==> src/rtl/sump_cmd_decoder_pkg.sv <==
// Shared SUMP command decoder types: opcodes, FSM states, and the completed-command record.
package sump_pkg;

    localparam logic [7:0] OP_RESET = 8'h00;
    localparam logic [7:0] OP_RUN   = 8'h01;
    localparam logic [7:0] OP_ID    = 8'h02;
    localparam logic [7:0] OP_META  = 8'h04;
    localparam logic [7:0] OP_XON   = 8'h11;
    localparam logic [7:0] OP_XOFF  = 8'h13;

    localparam int LONG_BYTES = 4;

    typedef enum logic [0:0] {
        IDLE    = 1'b0,
        COLLECT = 1'b1
    } state_e;

    typedef struct packed {
        logic [7:0]  opcode;
        logic [31:0] data;
        logic        is_long;
    } cmd_t;

    // Bit 7 of the first byte announces a 4-byte payload.
    function automatic logic is_long_op(input logic [7:0] op);
        return op[7];
    endfunction

endpackage

==> src/rtl/sump_cmd_decoder_if.sv <==
// Receiver-side byte input and decoded command/strobe outputs of the SUMP command decoder.
interface sump_cmd_decoder_if;
    logic [7:0]  rx_byte;
    logic        rx_valid;
    logic        cmd_valid;
    logic [7:0]  cmd_opcode;
    logic [31:0] cmd_data;
    logic        cmd_is_long;
    logic        sw_reset_stb;
    logic        arm_stb;
    logic        id_stb;
    logic        meta_stb;
    logic        flow_stop;
    logic        timeout_err;

    modport slave (
        input  rx_byte, rx_valid,
        output cmd_valid, cmd_opcode, cmd_data, cmd_is_long,
               sw_reset_stb, arm_stb, id_stb, meta_stb, flow_stop, timeout_err
    );

    modport master (
        output rx_byte, rx_valid,
        input  cmd_valid, cmd_opcode, cmd_data, cmd_is_long,
               sw_reset_stb, arm_stb, id_stb, meta_stb, flow_stop, timeout_err
    );
endinterface

==> src/rtl/sump_cmd_decoder_rx_sync_edge.sv <==
// 2-flop synchronizer plus rising-edge pulse for a slow level from another clock domain.
// Pulse appears combinationally 2 cycles after the level is first sampled; no backpressure.
module rx_sync_edge (
    input  logic input_clk,
    input  logic reset,
    input  logic i_async,
    output logic o_pulse
);
    logic [1:0] r_sync;
    logic       r_prev;

    always_ff @(posedge input_clk or negedge reset) begin
        if (!reset) begin
            r_sync <= 2'b00;
            r_prev <= 1'b0;
        end else begin
            r_sync <= {r_sync[0], i_async};
            r_prev <= r_sync[1];
        end
    end

    assign o_pulse = r_sync[1] & ~r_prev;
endmodule

==> src/rtl/sump_cmd_decoder.sv <==
// Assembles SUMP short/long host commands from UART bytes; outputs register 1 cycle after the byte strobe.
// No backpressure: every byte is consumed. Optional inter-byte timeout under SUMP_TIMEOUT_EN.
module sump_cmd_decoder #(
    parameter int INPUT_CLK_KHZ = 100_000,
    parameter int TIMEOUT_MS    = 20
) (
    input  logic           input_clk,
    input  logic           reset,
    sump_cmd_decoder_if.slave bus
);
    import sump_pkg::*;

    localparam logic [1:0] LAST_IDX = 2'(LONG_BYTES - 1);

    logic        w_byte_stb;
    logic        w_tmo_hit;
    state_e      r_state;
    logic [1:0]  r_cnt;
    logic [7:0]  r_op;
    logic [23:0] r_shift;
    cmd_t        r_cmd;
    logic        r_cmd_vld;
    logic        r_sw_reset;
    logic        r_arm;
    logic        r_id;
    logic        r_meta;
    logic        r_flow;

    rx_sync_edge u_rx_sync (
        .input_clk (input_clk),
        .reset     (reset),
        .i_async   (bus.rx_valid),
        .o_pulse   (w_byte_stb)
    );

`ifdef SUMP_TIMEOUT_EN
    localparam int TMO_CYCLES = INPUT_CLK_KHZ * TIMEOUT_MS;
    localparam int TW         = (TMO_CYCLES > 2) ? $clog2(TMO_CYCLES) : 1;
    localparam logic [TW-1:0] TMO_TC = TW'(TMO_CYCLES - 1);

    logic [TW-1:0] r_timer;
    logic          r_tmo;

    // A byte arriving on the terminal cycle takes priority over the timeout.
    assign w_tmo_hit = (r_state == COLLECT) && (r_timer == TMO_TC) && !w_byte_stb;

    always_ff @(posedge input_clk or negedge reset) begin
        if (!reset) begin
            r_timer <= '0;
            r_tmo   <= 1'b0;
        end else begin
            r_tmo <= w_tmo_hit;
            if (r_state == COLLECT && !w_byte_stb && r_timer != TMO_TC)
                r_timer <= r_timer + 1'b1;
            else
                r_timer <= '0;
        end
    end

    assign bus.timeout_err = r_tmo;
`else
    assign w_tmo_hit       = 1'b0;
    assign bus.timeout_err = 1'b0;
`endif

    always_ff @(posedge input_clk or negedge reset) begin
        if (!reset) begin
            r_state    <= IDLE;
            r_cnt      <= 2'd0;
            r_op       <= 8'h00;
            r_shift    <= 24'h0;
            r_cmd      <= '0;
            r_cmd_vld  <= 1'b0;
            r_sw_reset <= 1'b0;
            r_arm      <= 1'b0;
            r_id       <= 1'b0;
            r_meta     <= 1'b0;
            r_flow     <= 1'b0;
        end else begin
            r_cmd_vld  <= 1'b0;
            r_sw_reset <= 1'b0;
            r_arm      <= 1'b0;
            r_id       <= 1'b0;
            r_meta     <= 1'b0;
            case (r_state)
                IDLE: begin
                    if (w_byte_stb) begin
                        if (is_long_op(bus.rx_byte)) begin
                            r_op    <= bus.rx_byte;
                            r_shift <= 24'h0;
                            r_cnt   <= 2'd0;
                            r_state <= COLLECT;
                        end else begin
                            r_cmd      <= '{opcode: bus.rx_byte, data: 32'h0, is_long: 1'b0};
                            r_cmd_vld  <= 1'b1;
                            r_sw_reset <= (bus.rx_byte == OP_RESET);
                            r_arm      <= (bus.rx_byte == OP_RUN);
                            r_id       <= (bus.rx_byte == OP_ID);
                            r_meta     <= (bus.rx_byte == OP_META);
                            if (bus.rx_byte == OP_XOFF)
                                r_flow <= 1'b1;
                            else if (bus.rx_byte == OP_XON)
                                r_flow <= 1'b0;
                        end
                    end
                end
                COLLECT: begin
                    if (w_byte_stb) begin
                        r_cnt <= r_cnt + 2'd1;
                        // Final byte goes straight into the command; the counter wraps to 0 here.
                        if (r_cnt == LAST_IDX) begin
                            r_cmd     <= '{opcode: r_op, data: {bus.rx_byte, r_shift}, is_long: 1'b1};
                            r_cmd_vld <= 1'b1;
                            r_state   <= IDLE;
                        end else begin
                            r_shift[{r_cnt, 3'b000} +: 8] <= bus.rx_byte;
                        end
                    end else if (w_tmo_hit) begin
                        r_cnt   <= 2'd0;
                        r_shift <= 24'h0;
                        r_state <= IDLE;
                    end
                end
                default: r_state <= IDLE;
            endcase
        end
    end

    assign bus.cmd_valid    = r_cmd_vld;
    assign bus.cmd_opcode   = r_cmd.opcode;
    assign bus.cmd_data     = r_cmd.data;
    assign bus.cmd_is_long  = r_cmd.is_long;
    assign bus.sw_reset_stb = r_sw_reset;
    assign bus.arm_stb      = r_arm;
    assign bus.id_stb       = r_id;
    assign bus.meta_stb     = r_meta;
    assign bus.flow_stop    = r_flow;
endmodule

==> src/flat_wrapper.sv <==
// flat-port wrapper written by rule: the top's interface ports become plain ports
module sump_cmd_decoder_flat import sump_pkg::*;
#(
    parameter int INPUT_CLK_KHZ = 100_000,
    parameter int TIMEOUT_MS    = 20
)
  (input_clk, reset, bus_rx_byte, bus_rx_valid, bus_cmd_valid, bus_cmd_opcode, bus_cmd_data, bus_cmd_is_long, bus_sw_reset_stb, bus_arm_stb, bus_id_stb, bus_meta_stb, bus_flow_stop, bus_timeout_err);
  sump_cmd_decoder_if bus_i ();
  input  logic input_clk;
  input  logic reset;
  input wire logic [$bits(bus_i.rx_byte)-1:0] bus_rx_byte;
  input wire logic [$bits(bus_i.rx_valid)-1:0] bus_rx_valid;
  output wire logic [$bits(bus_i.cmd_valid)-1:0] bus_cmd_valid;
  output wire logic [$bits(bus_i.cmd_opcode)-1:0] bus_cmd_opcode;
  output wire logic [$bits(bus_i.cmd_data)-1:0] bus_cmd_data;
  output wire logic [$bits(bus_i.cmd_is_long)-1:0] bus_cmd_is_long;
  output wire logic [$bits(bus_i.sw_reset_stb)-1:0] bus_sw_reset_stb;
  output wire logic [$bits(bus_i.arm_stb)-1:0] bus_arm_stb;
  output wire logic [$bits(bus_i.id_stb)-1:0] bus_id_stb;
  output wire logic [$bits(bus_i.meta_stb)-1:0] bus_meta_stb;
  output wire logic [$bits(bus_i.flow_stop)-1:0] bus_flow_stop;
  output wire logic [$bits(bus_i.timeout_err)-1:0] bus_timeout_err;
  assign bus_i.rx_byte = bus_rx_byte;
  assign bus_i.rx_valid = bus_rx_valid;
  assign bus_cmd_valid = bus_i.cmd_valid;
  assign bus_cmd_opcode = bus_i.cmd_opcode;
  assign bus_cmd_data = bus_i.cmd_data;
  assign bus_cmd_is_long = bus_i.cmd_is_long;
  assign bus_sw_reset_stb = bus_i.sw_reset_stb;
  assign bus_arm_stb = bus_i.arm_stb;
  assign bus_id_stb = bus_i.id_stb;
  assign bus_meta_stb = bus_i.meta_stb;
  assign bus_flow_stop = bus_i.flow_stop;
  assign bus_timeout_err = bus_i.timeout_err;
  sump_cmd_decoder #(.INPUT_CLK_KHZ(INPUT_CLK_KHZ), .TIMEOUT_MS(TIMEOUT_MS)) u_core (.input_clk(input_clk), .reset(reset), .bus(bus_i));
endmodule
==> config.mk <==
export PLATFORM = sky130hd
export DESIGN_NAME = sump_cmd_decoder_flat
export DESIGN_NICKNAME = d
export VERILOG_FILES = /design/src/rtl/sump_cmd_decoder_pkg.sv /design/src/rtl/sump_cmd_decoder_if.sv /design/src/rtl/sump_cmd_decoder_rx_sync_edge.sv /design/src/rtl/sump_cmd_decoder.sv /design/src/flat_wrapper.sv
export SDC_FILE = /design/constraint.sdc
export NUM_CORES = 1
export LEC_CHECK = 0
export ABC_CLOCK_PERIOD_IN_PS = 2600
export CAP_MARGIN = 20
export CORE_MARGIN = 4
export CORE_UTILIZATION = 50
export DETAILED_ROUTE_END_ITERATION = 16
export GPL_TIMING_DRIVEN = 0
export PLACE_DENSITY = 0.76
export SLEW_MARGIN = 20
export SYNTH_ARGS = -nofsm -noshare
export SYNTH_HDL_FRONTEND = slang
export SYNTH_HIERARCHICAL = 1
export SYNTH_SLANG_ARGS = --single-unit
==> constraint.sdc <==
create_clock -name input_clk -period 2.6 [get_ports input_clk]
set_clock_uncertainty 0.1 [all_clocks]
set_input_delay 0.78 -clock input_clk [delete_from_list [all_inputs] [get_ports input_clk]]
set_output_delay 0.78 -clock input_clk [all_outputs]
set_load 0.02 [all_outputs]
==> Word level (Yosys, flattened, before mapping) <==
Index checks and enable logic that the tools add are counted.
{ "word_totals": {"out_inout_bits": 48, "inputBits": 11, "ramBits": 0, "rom_bits": 0, "register_bits": 85, "memories": 0, "latchBits": 0, "elab_cells": 81} }
{ "classes": {"div_mod_pow": 0, "n_mul": 0, "n_eq_ne": 12, "reduce_logical": 7, "magnitude_cmp": 0, "n_shift": 2, "n_addsub": 2, "n_mux": 39, "n_bitwise": 4} }
{ "ops": {"columns": ["op", "n"], "rows": [
  ["two-way mux 41 bit", 4],
  ["two-way mux 24 bit", 4],
  ["case mux 41 bit (2 select lines)", 1],
  ["case mux 24 bit (2 select lines)", 1],
  ["bitwise mux 24 bit", 1],
  ["variable shift 8 x 7 -> 24 bit (first input constant)", 1],
  ["indexed part select 8 x 7 -> 24 bit", 1],
  ["two-way mux 1 bit", 22],
  ["== test 8 x 5 -> 1 bit (second input constant)", 2],
  ["inequality test 2 bit (second input constant)", 6],
  ["AND reduction 4 bit", 3],
  ["== test 8 x 1 -> 1 bit (second input constant)", 1],
  ["== test 8 x 2 -> 1 bit (second input constant)", 1],
  ["== test 8 x 3 -> 1 bit (second input constant)", 1],
  ["zero test 8 bit", 1],
  ["negator 5 -> 7 bit", 1],
  ["two-way mux 2 bit", 3],
  ["AND reduction 3 bit", 2],
  ["case mux 1 bit (2 select lines)", 2],
  ["case mux 2 bit (2 select lines)", 1],
  ["inverter 1 bit", 3],
  ["adder 2 x 1 -> 2 bit (second input constant)", 1],
  ["== test 2 bit (second input constant)", 1],
  ["nonzero test 2 bit", 1],
  ["AND 1 bit", 1]
]} }

==> Logic depth before layout (Yosys ltp) <==
Gate-level depths: netlist (run 1).
{ "logic_depth": {"word_depth": 6, "ltp_mapped": 6} }

==> Modules after synthesis <==
Netlist (run 1), hierarchy kept.
{ "by_module_without_submodules": {"columns": ["mod", "cells_per_inst", "area_per_inst_um2", "instances"], "rows": [
  ["sump_cmd_decoder", 274, 3480.8, 1],
  ["rx_sync_edge", 4, 88.8, 1]
]} }

==> Worst setup path before layout (run 1) <==
OpenSTA, ideal clock, no wires.
{ "synth_timing": {"path_kind": "input -> register", "startpoint": "input bus_rx_byte[0]", "endpoint": "register u_core.r_flow, in the netlist u_core/bus.flow_stop", "slack_ps": 461, "required_ps": 2375, "cell_stages": 4, "setup_time_ps": 125, "arrival_time_ps": 1914, "cell_sequence": "clkbuf_1 > or3b_1 > nor4_1 > mux2_2"} }
{ "synth_between": {"elab_chain_len": 3, "word_cells_on_any_way": 5} }
{ "synth_rtl": {"columns": ["element", "line_no", "rtl"], "rows": [
  ["start, declared", "flat_wrapper.sv:11", "input wire logic [$bits(bus_i.rx_byte)-1:0] bus_rx_byte;"],
  ["== test 8 x 5 -> 1 bit, on equally long branches", "sump_cmd_decoder.sv:102, sump_cmd_decoder.sv:100", null],
  ["nonzero test 2 bit (no source line)", null, null],
  ["AND reduction 4 bit (no source line)", null, null],
  ["end signal, assigned", "sump_cmd_decoder.sv:78", "r_flow <= 1'b0;"],
  ["end signal, assigned", "sump_cmd_decoder.sv:101", "r_flow <= 1'b1;"],
  ["end signal, assigned", "sump_cmd_decoder.sv:103", "r_flow <= 1'b0;"],
  ["end, declared", "sump_cmd_decoder.sv:27", "logic r_flow;"]
]} }
Several ways; a longest one is shown, not always the timed one.
A chain may end at the register's enable or synchronous reset.

==> Final worst setup path (run 1) <==
{ "layout_timing": {"startpoint": "input bus_rx_byte[6]", "endpoint": "register u_core.r_meta, in the netlist u_core/bus.meta_stb"} }
{ "layout_between": {"elab_chain_len": 4} }
{ "layout_rtl": {"columns": ["element", "line_no", "rtl"], "rows": [
  ["== test 8 x 3 -> 1 bit", "sump_cmd_decoder.sv:99", "r_meta <= (bus.rx_byte == OP_META);"],
  ["two-way mux 1 bit", "sump_cmd_decoder.sv:88", "if (is_long_op(bus.rx_byte)) begin"],
  ["two-way mux 1 bit", "sump_cmd_decoder.sv:87", "if (w_byte_stb) begin"],
  ["two-way mux 1 bit", "sump_cmd_decoder.sv:85", "case (r_state)"],
  ["end signal, assigned", "sump_cmd_decoder.sv:99", null],
  ["end, declared", "sump_cmd_decoder.sv:26", "logic r_meta;"]
]} }
Every way passes these cells.

==> run metrics, run 1 <==
postcts setup bufs=0; root buf cell=clkbuf_8; GRT Residual Overflow=0; vias in the first global route=2469; post-cts gate resize count=0; Post-Route WL=7250 um; Synth Instances=278; worst-path fanout max=7; Die Y=92.5 um; Longest Clk Path Bufs=2; # IOs=59; dpl cell area=4250 sq um; total power=4.47 mW; starting DRC count in detailed routing=122; Final TNS setup=0 ns; Unique masters post-synth=36; post-route ant nets=0; hpwl dp=4880 um; # H-tree levels=3; pre-CTS setup slack=-0.160 ns; CTS tree=built; die area=8560 sq um; clk slew on worst S/H paths=0.08 ns; Mapped Avg Cell Area=12.8 sq um; largest net degree at the start of global routing=48; initial antenna violation count=0; WS Path Type=in2reg; status=complete, no violations; Cell Area, Synth=3570 sq um; CTS Buf Count=9; Pre-antenna DRT Iters=4; Tmin final=2.40 ns; fin area=4470 sq um; layout cell share with drive strength beyond 1=0.189; Max-cap violations=0; post-DR wirelength/cell=16.3 um; # DRC=0; area delta synth->final=25.3%; Setup violations, final=0; CTS Hold Bufs=0; Final period util=0.921; Hold Path Class=reg2reg; worst slew pin tran=0.854 ns; flops & latches, synth=85; Syn. warnings=6; pwr/cell area=1000 nW/um^2; clk sinks=85; Setup crit end kind=flip-flop; synthesized net count=294; ANT cells=0; global-route usage over all layers=0.182; die width=92.5 um; Startpoint Class=input pin; max_slew headroom=0.423; clk_lat worst skew=0.34 ns; critical path arrival=2.54 ns; final number of hold-violating endpoints=0; critical path required time=2.75 ns; gpl congestion=0.779; nets=360; hold_ws=0.259 ns; Leak=2.07 nW; fmax=0.417 GHz; RSZ-0062 raised after global routing=no; PortBufs=54; Initial Util=0.520; Rows=30; Via density=5.36; global-route wire length before repair=12100 um; final slew viol count=0; sequential element share of the synthesized area=0.596; Worst Slack Setup Final=0.205 ns; Max rail drop VDD=0.683 mV; core area=6870 sq um; Vias=2384
## kinds of logic after synthesis
| family | Yosys count | synth area share |
|---|---|---|
| compound gates | 46 | 0.101 |
| buf+inv | 37 | 0.0438 |
| mux | 44 | 0.136 |
| fa+ha+maj | 5 | 0.0175 |
| flops | 85 | 0.596 |
| simple gates | 60 | 0.105 |
| other cells | 1 | 0.00105 |
## through the flow
stage	util	std cells
after floorplan	-	278
after global placement	0.616	428
after detailed placement	0.618	429
after CTS	0.651	445
after global routing	0.651	445
final	0.651	445
## synthesized netlist by cell type
library cell  count  area share
nor2b_1           1      0.0018
nor3_1            1      0.0014
nand3b_1          4      0.0084
o21ai_2           1      0.0025
a21boi_2          2      0.0063
or3_4             1      0.0032
and3_1           17       0.030
a21oi_1           3      0.0042
dfrtp_1          85        0.60
conb_1            1      0.0011
buf_6             1      0.0032
mux2_2           36        0.11
nand4_1           5      0.0088
or3b_1            1      0.0025
nand3_1           1      0.0014
nand2b_1          3      0.0053
nor4_1            2      0.0035
nor4b_2           1      0.0042
nand2_1          13       0.014
a32o_1            1      0.0028
a22o_1           28       0.069
inv_1            18       0.019
and4b_1           1      0.0028
clkbuf_1         11       0.012
nor4bb_1          2      0.0056
buf_1             1      0.0011
and2_1            1      0.0018
nor2_1            4      0.0042
or4_4             1      0.0032
a21boi_0          1      0.0021
buf_4             1      0.0021
ha_1              5       0.018
nor2b_4           1      0.0039
buf_2             5      0.0070
o21ai_0          10       0.014
mux2i_1           8       0.022
## worst paths after layout
path                       slack [ns]                  startpoint  cells after the start                    endpoint
setup reg to reg                 0.28             u_core/r_cnt[0]                      6    u_core/bus.cmd_opcode[5]
max in group asynchronous        1.46                       reset                      2      u_core/bus.cmd_data[8]
setup / recovery                 0.20              bus_rx_byte[6]                      4         u_core/bus.meta_stb
hold / removal                   0.26  u_core/u_rx_sync/r_sync[0]                      0  u_core/u_rx_sync/r_sync[1]
hold reg to reg                  0.26  u_core/u_rx_sync/r_sync[0]                      0  u_core/u_rx_sync/r_sync[1]
min in group asynchronous        0.33                       reset                      1        u_core/bus.cmd_valid
## state kept, by name, summed over array words and instances, names as in the netlist
register	flops
u_core/bus.arm_stb	1
u_core/bus.cmd_data	32
u_core/bus.cmd_is_long	1
u_core/bus.cmd_opcode	8
u_core/bus.cmd_valid	1
u_core/bus.flow_stop	1
u_core/bus.id_stb	1
u_core/bus.meta_stb	1
u_core/bus.sw_reset_stb	1
u_core/r_cnt	2
u_core/r_op	8
u_core/r_shift	24
u_core/r_state	1
u_core/u_rx_sync/r_prev	1
u_core/u_rx_sync/r_sync	2
## cell usage in the layout, fill, tap and decap left out, drive strengths merged, types with 3 or more instances in the layout
cell,synthesis,routed
ha,5,5
clkdlybuf4s50,0,53
nand2b,3,3
inv,18,18
nor2,4,4
mux2,36,36
nand4,5,5
nand2,13,13
nand3b,4,4
o21ai,11,11
and3,17,17
a22o,28,28
buf,8,10
dfrtp,85,85
clkbuf,11,24
a21boi,3,3
a21oi,3,3
mux2i,8,8
## worst max-delay path, stage by stage
cell and delay [ns]:
clkdlybuf4s50_1 0.56, or3_4 0.46, or4_4 0.50, nor4b_2 0.24
## report_power, final
part	total, mW	switching (mW)	internal [mW]	leakage, nW
sequential	1.87	0.202	1.67	1.13
combinational	1.56	0.795	0.769	0.834
clock	1.03	0.439	0.595	0.110
## layer usage
layer | vias to the layer above | routed length (um) | share of wire | global-route usage
li1 | 1120 | - | - | -
met1 | 1185 | 3370 | 0.46 | 0.239
met2 | 64 | 3380 | 0.47 | 0.285
met3 | 15 | 352 | 0.049 | 0.0471
met4 | 0 | 146 | 0.020 | 0.0780
met5 | - | 0 | 0 | 0
## layout make-up
type | count | area (sq um)
well taps | 96 | 120
multi-input cells | 156 | 1290
inverters | 18 | 67.6
fillers | 532 | 2390
clock inverters | 3 | 67.6
plain buffers | 19 | 88.8
flip-flops and latches | 85 | 2130
repair buffers | 55 | 558
clock buffers | 13 | 159
(Power assumes the default switching activity.)
==> inputs of run 2 (changes only) <==
--- a/config.mk
+++ b/config.mk
@@ -11,7 +11,7 @@
 export CORE_UTILIZATION = 50
 export DETAILED_ROUTE_END_ITERATION = 16
 export GPL_TIMING_DRIVEN = 0
-export PLACE_DENSITY = 0.76
+export PLACE_DENSITY = 0.81
 export SLEW_MARGIN = 20
 export SYNTH_ARGS = -nofsm -noshare
 export SYNTH_HDL_FRONTEND = slang
==> run metrics, run 2 (synthesized netlist as in run 1, its figures left out) <==
Tmin final=2.41 ns (+0.0181 ns); vias in the first global route=2331 (-5.6%); Setup violations, final=0 (unchanged); final number of hold-violating endpoints=0 (unchanged); Multi-input gate area=1290 sq um (unchanged); non-filler cells, final=444 (-0.22%); max_slew headroom=0.397 (-0.0256); critical path required time=2.75 ns (about the same); # IOs=59 (unchanged); Vias=2363 (-0.88%); Final period util=0.928 (+0.00697); Hold Path Class=reg2reg; global-route usage over all layers=0.182 (+0.000446); Worst Slack Setup Final=0.187 ns (-0.0181 ns); Max-cap violations=0 (unchanged); post-route ant nets=0 (unchanged); hold_sp=u_core/u_rx_sync/r_sync[0]; WS Path Type=in2reg; # DRC=0 (unchanged); CTS Buf Count=9 (unchanged); Startpoint Class=input pin; Worst R2R Path Depth=5 (-1); postcts setup bufs=0 (unchanged); # placed instances=429 (unchanged); Pre-antenna DRT Iters=4 (unchanged); post-DR wirelength/cell=16.1 um (-1.5%); Setup crit end kind=flip-flop; hold endpoint=u_core/u_rx_sync/r_sync[1]; critical path arrival=2.56 ns (+0.02 ns); register area=2130 sq um (unchanged); RSZ-0062 raised after global routing=no; Max stage delay cell, worst path=clkdlybuf4s50_1; r2r setup slk=0.33 ns (+0.05 ns); CTS tree=built; status=complete, no violations; Leak=2.05 nW (-1.1%); gpl congestion=0.768 (-1.4%); root buf cell=clkbuf_8; worst hold path depth=0 (unchanged); Post-Route WL=7130 um (-1.7%); worst-path fanout max=7 (unchanged); die area=8560 sq um (unchanged); global-route track usage on met2=0.286 (+0.00181); starting DRC count in detailed routing=113 (-7.4%); Rows=30 (unchanged); most frequent cells in the layout=85 x dfrtp_1, 53 x clkdlybuf4s50_1, 36 x mux2_2, 28 x a22o_1, 18 x inv_1; clk_lat worst skew=0.35 ns (about the same); commonest non-fill, non-tap cell in the layout=dfrtp_1; Fillers=517 (-2.8%); clk sinks=85 (unchanged); Die Y=92.5 um (unchanged); Max rail drop VDD=0.645 mV (-5.5%); dpl cell area=4250 sq um (unchanged); GRT met3 Usage=0.0414 (-0.00569); pwr/cell area=974 nW/um^2 (-2.5%); Largest register FFs=32 (unchanged); buffer and inverter count on the worst path=1 (unchanged); ANT cells=0 (unchanged); delay-heaviest family, CP=simple AND/OR/NAND/NOR gates; GRT Residual Overflow=0 (unchanged); hpwl dp=4870 um (-0.26%); clk slew on worst S/H paths=0.07 ns (about the same); area delta synth->final=23.9%; Critical Path Max Stage Delay=0.61 ns (+0.05 ns); Worst R2R Start=u_core/r_cnt[0]; CTS Hold Bufs=0 (unchanged); largest net degree at the start of global routing=50 (+4.2%); global-route wire length before repair=11900 um (-1.6%); # H-tree levels=3 (unchanged); GR peak layer=met2; final slew viol count=0 (unchanged); nets=360 (unchanged); Longest Clk Path Bufs=2 (unchanged); layout cell share with drive strength beyond 1=0.181 (-0.00808); fmax=0.414 GHz (-0.75%); worst path cell trace=clkdlybuf4s50_1 -> or3_4 -> or4_4 -> nor4b_2; worst slew pin tran=0.892 ns (+0.0379 ns); core area=6870 sq um (unchanged); die width=92.5 um (unchanged); fin area=4420 sq um (-1.2%); post-cts gate resize count=0 (unchanged); Initial Util=0.520 (unchanged); met1 usage=0.238 (-0.00123); RR Endpoint=u_core/r_shift[19]; Via density=5.32 (-0.66%); pre-CTS setup slack=-0.157 ns (+0.00237 ns); PortBufs=54 (unchanged); initial antenna violation count=0 (unchanged)
[run 2: how the worst max path moves through the flow]
stage	to	depth (start not counted)	from	slack [ns]
after floorplan	u_core/bus.flow_stop	4	bus_rx_byte[0]	0.46
after CTS	u_core/bus.meta_stb	4	bus_rx_byte[5]	0.22
after global routing	u_core/bus.meta_stb	4	bus_rx_byte[5]	0.12
after detailed placement	u_core/bus.meta_stb	4	bus_rx_byte[5]	-0.16
final	u_core/bus.meta_stb	4	bus_rx_byte[5]	0.19
after global placement	u_core/u_rx_sync/r_sync[0]	1	reset	-2.26
[run 2: cell type report]
type	count	share of cell area
clock buffers	13	0.0314
plain buffers	19	0.0201
clock inverters	2	0.00792
inverters	18	0.0153
flip-flops and latches	85	0.481
well taps	96	0.0272
multi-input cells	156	0.291
repair buffers	55	0.126
[run 2: where the power goes]
part	total, mW	internal, mW	switching [mW]
Combinational	1.56	0.771	0.789
Clock	0.868	0.439	0.428
Sequential	1.88	1.67	0.207
[run 2: per-layer routing]
layer  wire length [um]  share of wire  vias up
met5                  0              0        -
met4                147          0.021        0
met3                329          0.046       11
met2               3380           0.47       53
met1               3280           0.46     1185
li1                   -              -     1114
[run 2: through the flow]
step                TNS (ns)  power (mW)  hold WS (ns)   util
finish                     0        4.31         0.263  0.644
global route               0        4.58         0.290  0.644
CTS                        0        4.34         0.269  0.644
detailed placement    -0.358        3.47         0.250  0.618
global placement     -191.91        3.41         0.247  0.616
floorplan                  0        2.84         0.231      -
